**src/rtl/lsu_pkg.sv**
```systemverilog
`default_nettype none
// +--------------------------------------------------------------------------+
// | lsu_pkg : funct3 codes, FSM encoding and helpers for the load/store unit  |
// | Rev 1.0                                                                   |
// +--------------------------------------------------------------------------+
package lsu_pkg;

    localparam int MEM_AW_DEF = 5;

    localparam logic [2:0] F3_B  = 3'b000;
    localparam logic [2:0] F3_H  = 3'b001;
    localparam logic [2:0] F3_W  = 3'b010;
    localparam logic [2:0] F3_BU = 3'b100;
    localparam logic [2:0] F3_HU = 3'b101;

    typedef enum logic [0:0] {
        ST_IDLE   = 1'b0,
        ST_SECOND = 1'b1
    } state_t;

    // Access size in bytes (1, 2 or 4) from the low funct3 bits.
    function automatic logic [2:0] f3_size(input logic [2:0] f3);
        case (f3[1:0])
            2'b00:   f3_size = 3'd1;
            2'b01:   f3_size = 3'd2;
            default: f3_size = 3'd4;
        endcase
    endfunction

    function automatic logic f3_legal(input logic we, input logic [2:0] f3);
        if (we) f3_legal = f3 inside {F3_B, F3_H, F3_W};
        else    f3_legal = f3 inside {F3_B, F3_H, F3_W, F3_BU, F3_HU};
    endfunction

endpackage
`default_nettype wire

```
**src/rtl/lsu_if.sv**
```systemverilog
`default_nettype none
// +--------------------------------------------------------------------------+
// | lsu_if : core request/response and data-memory signals of the LSU         |
// | Rev 1.0                                                                   |
// +--------------------------------------------------------------------------+
interface lsu_if
    import lsu_pkg::*;
#(
    parameter int MEM_AW = MEM_AW_DEF
) ();
    logic              req_valid;
    logic              req_ready;
    logic              req_we;
    logic [2:0]        req_funct3;
    logic [31:0]       req_addr;
    logic [31:0]       req_wdata;
    logic              resp_valid;
    logic [31:0]       resp_rdata;
    logic              resp_err;
    logic              mem_we;
    logic [MEM_AW-1:0] mem_addr;
    logic [31:0]       mem_wd;
    logic [31:0]       mem_rd;

    // master: core plus data memory; slave: the load/store unit
    modport master (
        output req_valid, req_we, req_funct3, req_addr, req_wdata, mem_rd,
        input  req_ready, resp_valid, resp_rdata, resp_err, mem_we, mem_addr, mem_wd
    );
    modport slave (
        input  req_valid, req_we, req_funct3, req_addr, req_wdata, mem_rd,
        output req_ready, resp_valid, resp_rdata, resp_err, mem_we, mem_addr, mem_wd
    );
endinterface
`default_nettype wire

```
**src/rtl/lsu_align.sv**
```systemverilog
`default_nettype none
// +--------------------------------------------------------------------------+
// | lsu_align : byte-lane enables, store merge and load extract/extension     |
// | Rev 1.0                                                                   |
// +--------------------------------------------------------------------------+
module lsu_align
    import lsu_pkg::*;
(
    input  logic [1:0]  i_off,
    input  logic [2:0]  i_funct3,
    input  logic        i_hi_part,
    input  logic [31:0] i_wdata,
    input  logic [31:0] i_merge_base,
    input  logic [31:0] i_lo_word,
    input  logic [31:0] i_hi_word,
    output logic [3:0]  o_be,
    output logic [31:0] o_wd,
    output logic [31:0] o_rdata
);
    logic [3:0]  w_mask;
    logic [7:0]  w_be8;
    logic [63:0] w_wshift;
    logic [31:0] w_lane_data;
    logic [31:0] w_raw;

    always_comb begin
        case (f3_size(i_funct3))
            3'd1:    w_mask = 4'b0001;
            3'd2:    w_mask = 4'b0011;
            default: w_mask = 4'b1111;
        endcase
        // An 8-byte window spans word A (lanes 3:0) and word A+1 (lanes 7:4).
        w_be8       = {4'b0000, w_mask} << i_off;
        w_wshift    = {32'd0, i_wdata} << {i_off, 3'b000};
        o_be        = i_hi_part ? w_be8[7:4] : w_be8[3:0];
        w_lane_data = i_hi_part ? w_wshift[63:32] : w_wshift[31:0];

        o_wd = i_merge_base;
        for (int i = 0; i < 4; i++) begin
            if (o_be[i]) o_wd[8*i +: 8] = w_lane_data[8*i +: 8];
        end

        w_raw = 32'({i_hi_word, i_lo_word} >> {i_off, 3'b000});
        case (i_funct3)
            F3_B:    o_rdata = {{24{w_raw[7]}}, w_raw[7:0]};
            F3_H:    o_rdata = {{16{w_raw[15]}}, w_raw[15:0]};
            F3_BU:   o_rdata = {24'd0, w_raw[7:0]};
            F3_HU:   o_rdata = {16'd0, w_raw[15:0]};
            default: o_rdata = w_raw;
        endcase
    end
endmodule
`default_nettype wire

```
**src/rtl/lsu_ctrl.sv**
```systemverilog
`default_nettype none
// +--------------------------------------------------------------------------+
// | lsu_ctrl : load/store unit FSM; LSU_MISALIGN_EN enables word-crossing     |
// | accesses in two cycles, otherwise misaligned accesses are rejected.       |
// | Rev 1.0                                                                   |
// +--------------------------------------------------------------------------+
module lsu_ctrl
    import lsu_pkg::*;
#(
    parameter int MEM_AW = MEM_AW_DEF
) (
    input  logic clk,
    input  logic reset,
    lsu_if.slave bus
);
    state_t      state_q, state_d;
    logic        resp_valid_q, resp_valid_d;
    logic        resp_err_q, resp_err_d;
    logic [31:0] resp_rdata_q, resp_rdata_d;

    logic [MEM_AW-1:0] w_req_word;
    logic [1:0]        w_req_off;
    logic [2:0]        w_size;
    logic              w_legal;
    logic              w_bad_align;
    logic              w_accept;
    logic [1:0]        a_off;
    logic [2:0]        a_f3;
    logic [31:0]       a_wdata;
    logic [31:0]       a_lo;
    logic              a_hi_part;
    logic [3:0]        w_be;
    logic [31:0]       w_wd;
    logic [31:0]       w_rdata;
    logic              unused_addr_hi;

    assign w_req_word     = bus.req_addr[MEM_AW+1:2];
    assign w_req_off      = bus.req_addr[1:0];
    assign w_size         = f3_size(bus.req_funct3);
    assign w_legal        = f3_legal(bus.req_we, bus.req_funct3);
    assign w_accept       = bus.req_valid & bus.req_ready;
    assign unused_addr_hi = ^{bus.req_addr[31:MEM_AW+2], w_be};

`ifdef LSU_MISALIGN_EN
    logic [1:0]        off_q, off_d;
    logic [2:0]        f3_q, f3_d;
    logic              we_q, we_d;
    logic [31:0]       wdata_q, wdata_d;
    logic [31:0]       lo_q, lo_d;
    logic [MEM_AW-1:0] word_q, word_d;
    logic              w_cross;

    assign w_cross     = ({2'b00, w_req_off} + {1'b0, w_size}) > 4'd4;
    assign w_bad_align = 1'b0;

    always_comb begin
        a_hi_part = (state_q == ST_SECOND);
        a_off     = a_hi_part ? off_q   : w_req_off;
        a_f3      = a_hi_part ? f3_q    : bus.req_funct3;
        a_wdata   = a_hi_part ? wdata_q : bus.req_wdata;
        a_lo      = a_hi_part ? lo_q    : bus.mem_rd;
    end
`else
    assign w_bad_align = (w_req_off & 2'(w_size - 3'd1)) != 2'b00;

    always_comb begin
        a_hi_part = 1'b0;
        a_off     = w_req_off;
        a_f3      = bus.req_funct3;
        a_wdata   = bus.req_wdata;
        a_lo      = bus.mem_rd;
    end
`endif

    lsu_align u_align (
        .i_off        (a_off),
        .i_funct3     (a_f3),
        .i_hi_part    (a_hi_part),
        .i_wdata      (a_wdata),
        .i_merge_base (bus.mem_rd),
        .i_lo_word    (a_lo),
        .i_hi_word    (bus.mem_rd),
        .o_be         (w_be),
        .o_wd         (w_wd),
        .o_rdata      (w_rdata)
    );

    always_comb begin
        state_d      = state_q;
        resp_valid_d = 1'b0;
        resp_err_d   = resp_err_q;
        resp_rdata_d = resp_rdata_q;
        // Gating with reset keeps mem_we low while reset is held.
        bus.req_ready = (state_q == ST_IDLE) & ~reset;
        bus.mem_we    = 1'b0;
        bus.mem_addr  = w_req_word;
        bus.mem_wd    = w_wd;
`ifdef LSU_MISALIGN_EN
        off_d   = off_q;
        f3_d    = f3_q;
        we_d    = we_q;
        wdata_d = wdata_q;
        lo_d    = lo_q;
        word_d  = word_q;
`endif
        case (state_q)
            ST_IDLE: begin
                if (w_accept) begin
                    resp_rdata_d = 32'd0;
                    resp_err_d   = 1'b0;
                    if (!w_legal || w_bad_align) begin
                        resp_valid_d = 1'b1;
                        resp_err_d   = 1'b1;
                    end
`ifdef LSU_MISALIGN_EN
                    else if (w_cross) begin
                        bus.mem_we = bus.req_we;
                        lo_d       = bus.mem_rd;
                        off_d      = w_req_off;
                        f3_d       = bus.req_funct3;
                        we_d       = bus.req_we;
                        wdata_d    = bus.req_wdata;
                        word_d     = w_req_word + MEM_AW'(1);
                        state_d    = ST_SECOND;
                    end
`endif
                    else begin
                        bus.mem_we   = bus.req_we;
                        resp_valid_d = 1'b1;
                        resp_rdata_d = bus.req_we ? 32'd0 : w_rdata;
                    end
                end
            end
`ifdef LSU_MISALIGN_EN
            ST_SECOND: begin
                bus.mem_addr = word_q;
                bus.mem_we   = we_q;
                resp_valid_d = 1'b1;
                resp_rdata_d = we_q ? 32'd0 : w_rdata;
                state_d      = ST_IDLE;
            end
`endif
            default: state_d = ST_IDLE;
        endcase
    end

    always_ff @(posedge clk or posedge reset) begin
        if (reset) begin
            state_q      <= ST_IDLE;
            resp_valid_q <= 1'b0;
            resp_err_q   <= 1'b0;
            resp_rdata_q <= 32'd0;
`ifdef LSU_MISALIGN_EN
            off_q        <= 2'd0;
            f3_q         <= 3'd0;
            we_q         <= 1'b0;
            wdata_q      <= 32'd0;
            lo_q         <= 32'd0;
            word_q       <= '0;
`endif
        end else begin
            state_q      <= state_d;
            resp_valid_q <= resp_valid_d;
            resp_err_q   <= resp_err_d;
            resp_rdata_q <= resp_rdata_d;
`ifdef LSU_MISALIGN_EN
            off_q        <= off_d;
            f3_q         <= f3_d;
            we_q         <= we_d;
            wdata_q      <= wdata_d;
            lo_q         <= lo_d;
            word_q       <= word_d;
`endif
        end
    end

    assign bus.resp_valid = resp_valid_q;
    assign bus.resp_err   = resp_err_q;
    assign bus.resp_rdata = resp_rdata_q;
endmodule
`default_nettype wire

```
**src/flat_wrapper.sv**
```systemverilog
// flat-port wrapper written by rule: the top's interface ports become plain ports
module lsu_ctrl_flat import lsu_pkg::*;
#(
    parameter int MEM_AW = MEM_AW_DEF
)
  (clk, reset, bus_req_valid, bus_req_we, bus_req_funct3, bus_req_addr, bus_req_wdata, bus_mem_rd, bus_req_ready, bus_resp_valid, bus_resp_rdata, bus_resp_err, bus_mem_we, bus_mem_addr, bus_mem_wd);
  lsu_if #(.MEM_AW(MEM_AW)) bus_i ();
  input  logic clk;
  input  logic reset;
  input wire logic [$bits(bus_i.req_valid)-1:0] bus_req_valid;
  input wire logic [$bits(bus_i.req_we)-1:0] bus_req_we;
  input wire logic [$bits(bus_i.req_funct3)-1:0] bus_req_funct3;
  input wire logic [$bits(bus_i.req_addr)-1:0] bus_req_addr;
  input wire logic [$bits(bus_i.req_wdata)-1:0] bus_req_wdata;
  input wire logic [$bits(bus_i.mem_rd)-1:0] bus_mem_rd;
  output wire logic [$bits(bus_i.req_ready)-1:0] bus_req_ready;
  output wire logic [$bits(bus_i.resp_valid)-1:0] bus_resp_valid;
  output wire logic [$bits(bus_i.resp_rdata)-1:0] bus_resp_rdata;
  output wire logic [$bits(bus_i.resp_err)-1:0] bus_resp_err;
  output wire logic [$bits(bus_i.mem_we)-1:0] bus_mem_we;
  output wire logic [$bits(bus_i.mem_addr)-1:0] bus_mem_addr;
  output wire logic [$bits(bus_i.mem_wd)-1:0] bus_mem_wd;
  assign bus_i.req_valid = bus_req_valid;
  assign bus_i.req_we = bus_req_we;
  assign bus_i.req_funct3 = bus_req_funct3;
  assign bus_i.req_addr = bus_req_addr;
  assign bus_i.req_wdata = bus_req_wdata;
  assign bus_i.mem_rd = bus_mem_rd;
  assign bus_req_ready = bus_i.req_ready;
  assign bus_resp_valid = bus_i.resp_valid;
  assign bus_resp_rdata = bus_i.resp_rdata;
  assign bus_resp_err = bus_i.resp_err;
  assign bus_mem_we = bus_i.mem_we;
  assign bus_mem_addr = bus_i.mem_addr;
  assign bus_mem_wd = bus_i.mem_wd;
  lsu_ctrl #(.MEM_AW(MEM_AW)) u_core (.clk(clk), .reset(reset), .bus(bus_i));
endmodule
```
**config.mk**
```make
export PLATFORM = sky130hd
export DESIGN_NAME = lsu_ctrl_flat
export DESIGN_NICKNAME = d
export VERILOG_FILES = /design/src/rtl/lsu_pkg.sv /design/src/rtl/lsu_if.sv /design/src/rtl/lsu_align.sv /design/src/rtl/lsu_ctrl.sv /design/src/flat_wrapper.sv
export SDC_FILE = /design/constraint.sdc
export NUM_CORES = 1
export LEC_CHECK = 0
export BUFFER_PORTS_ARGS = -buffer_cell sky130_fd_sc_hd__buf_4
export CORE_UTILIZATION = 49
export DETAILED_ROUTE_END_ITERATION = 8
export HOLD_SLACK_MARGIN = 0.15
export PLACE_DENSITY = 0.83
export SETUP_SLACK_MARGIN = 0.2
export SYNTH_ARGS = -nofsm -noshare
export SYNTH_HDL_FRONTEND = slang
export SYNTH_HIERARCHICAL = 1
export SYNTH_SLANG_ARGS = --single-unit
export TNS_END_PERCENT = 30
```
**constraint.sdc**
```tcl
create_clock -name clk -period 2.86 [get_ports clk]
set_input_delay 0.715 -clock clk [delete_from_list [all_inputs] [get_ports clk]]
set_output_delay 0.715 -clock clk [all_outputs]
set_load 0.01 [all_outputs]
```
==> reports/metrics.yaml <==
final_layout:
  antennaDiodeCount: 0
  final_util_pct: 67.61
  syn_to_final_growth_pct: 32.40
  final-seq-area_um2: 850.8
  layout.nets: 717
  multi_input_area_mm2: 0.002750
  num-fill-cells: 676
  drive_gt1_share_pct: 37.56
  design_area_mm2: 0.005251
global_routing:
  grtUsageMet3_pct: 3.648
  antenna_found_initial: 0
  grt_use_met1_pct: 34.82
  grt_use_total_pct: 26.76
  grt_max_degree: 67
  groute.layer.met2.usage_pct: 44.15
  grt_pass1_vias: 3949
  grt_overflow: 0
  grt_busiest_layer: "met2"
  grt_pass1_wl_mm: 18.34
detailed_routing:
  drtIter0Drc: 188
  post_drt_wl_per_cell_um: 16.47
  wl_mm: 11.81
  firstDrtPassIters: 5
  detail-route-antenna-nets: 0
  routed_via_density: 5.787
  vias: 4149
  drcViolationCount: 0
critical_path:
  path_max_fanout: 12
  endpoint_kind: "output pin"
  worstPathCellList: "buf_6 -> nor2_2 -> a21boi_1 -> o22ai_4 -> buf_4 -> mux2_2 -> buf_4"
  worstSetupStartpointType: "input port"
  cp.arrival_ns: 1.93
  slowest_delay_ns: 0.34
  crit_required_ns: 2.14
  crit_family: "buffers and inverters"
  crit_buf_inv: 3
  cpMostUsedCell: "buf_4"
  critPathSlowestCell: "mux2_2"
  crit_type: "in -> out"
run:
  maxCapViolations: 0
sta:
  tns_ns: 0
  report.final.slew_viol_count: 0
  tightest_slew_ns: 1.092
  period_needed_ns: 2.647
  worst_clock_skew_ns: 0
  setup_viol: 0
  fin_crit_sh_pct: 92.55
  rsz0062_at_grt: "yes"
  finalHoldWorstSlack_ns: 0.4819
  hold_violations: 0
  relSlewSlack_pct: 26.99
  max_freq_ghz: 0.3778
clock_network:
  clk_pin_slew_ns: 0.07
  cts_htree_levels: 2
  numCtsBuffers: 5
  clk_latency_ns: 0.28
  clock_path_buffers: 2
  root_buffer: "clkbuf_8"
  cts_tree: "yes"
  clock-sinks: 34
place:
  gp_congestion: 0.8962
  port-buffer-count: 140
  dp_hpwl_mm: 8.877
  place_area_mm2: 0.005015
power_and_ir_drop:
  ir_worst_vdd_v: 0.0001573
  p_total_mw: 1.710
  p_leak_nw: 2.590
  powerDensity_mw_per_mm2: 325.7
die:
  fp.dieArea_mm2: 0.008458
  fp-row-count: 32
  die_w_um: 91.97
  fp.coreArea_mm2: 0.007767
  ios: 176
  initial_core_util_pct: 51.06
  fp.dieH_um: 91.97
yosys:
  yosysWarnings: 6
  syn_inst: 494
  syn_area_mm2: 0.003966
  synth_area_per_cell_um2: 8.029
hold_path:
  hp-class: "reg -> reg"
outcome:
  status: "finished, final reports clean"
sequential cells by signal (all words and copies together) (netlist names):
register,flops
u_core/bus.resp_valid,1
u_core/bus.resp_rdata,32
u_core/bus.resp_err,1
through the flow:
stage	setup slack, ns	std cells
2_1_floorplan	0.3209	496
3_3_place_gp	0.06625	705
3_5_place_dp	0.05898	705
4_1_cts	0.1735	715
5_1_grt	0.1714	717
6_report	0.2131	717
area by class of cell:
type,count,area share (%)
clock buffers,7,1.644
clock inverters,1,0.09531
inverters,36,2.573
multi-input cells,379,52.37
flip-flops and latches,34,16.20
well taps,102,2.430
repair buffers,158,24.68
where the power goes:
| group | total (mW) | switching, mW | internal [mW] |
|---|---|---|---|
| logic | 0.823 | 0.438 | 0.385 |
| registers | 0.534 | 0.0189 | 0.515 |
| clock network | 0.353 | 0.159 | 0.194 |
worst paths after layout:
check	start	end	slack, ns	cells after the start
setup / recovery	bus_req_addr[1]	bus_mem_wd[19]	0.21	7
max in group asynchronous	reset	u_core/bus.resp_rdata[6]$_DFFE_PP0P_	2.01	3
setup reg to reg	u_core/bus.resp_rdata[22]$_DFFE_PP0P_	u_core/bus.resp_rdata[22]$_DFFE_PP0P_	2.16	2
hold / removal	u_core/bus.resp_rdata[10]$_DFFE_PP0P_	u_core/bus.resp_rdata[10]$_DFFE_PP0P_	0.48	2
min in group asynchronous	reset	u_core/bus.resp_rdata[10]$_DFFE_PP0P_	0.55	3
hold reg to reg	u_core/bus.resp_rdata[10]$_DFFE_PP0P_	u_core/bus.resp_rdata[10]$_DFFE_PP0P_	0.48	2
layout by cell type, fill, tap and decap left out, drive strengths merged, types with 9 or more instances in the layout:
| cell type | instances |
|---|---|
| o21ai | 21 |
| inv | 36 |
| mux2i | 57 |
| mux2 | 17 |
| buf | 157 |
| a21oi | 27 |
| o211ai | 10 |
| dfrtp | 34 |
| nand2 | 77 |
| nor2 | 36 |
| o31ai | 40 |
| nor2b | 17 |
| o21a | 9 |
tightest hold or removal path, stage by stage, from the launching register on:
cell and delay (ns):
dfrtp_1 0.34, nand2_1 0.05, o31ai_1 0.05
what timing repair did:
item | 4_1_cts | 5_1_grt
endpoints found under the setup margin | 18 | 37
cloned | 0 | 2
hold endpoints to repair | 0 | 0
buffers inserted | 2 | 0
hold buffers | 0 | 0
pin swaps | 1 | 3
resized for setup | 4 | 10
per-layer routing:
metal	routed length (um)	part of all wire (%)
met3	758	6.4
met5	0	0
met1	5204	44
met4	281	2.4
met2	5562	47
(Power assumes the default switching activity.)
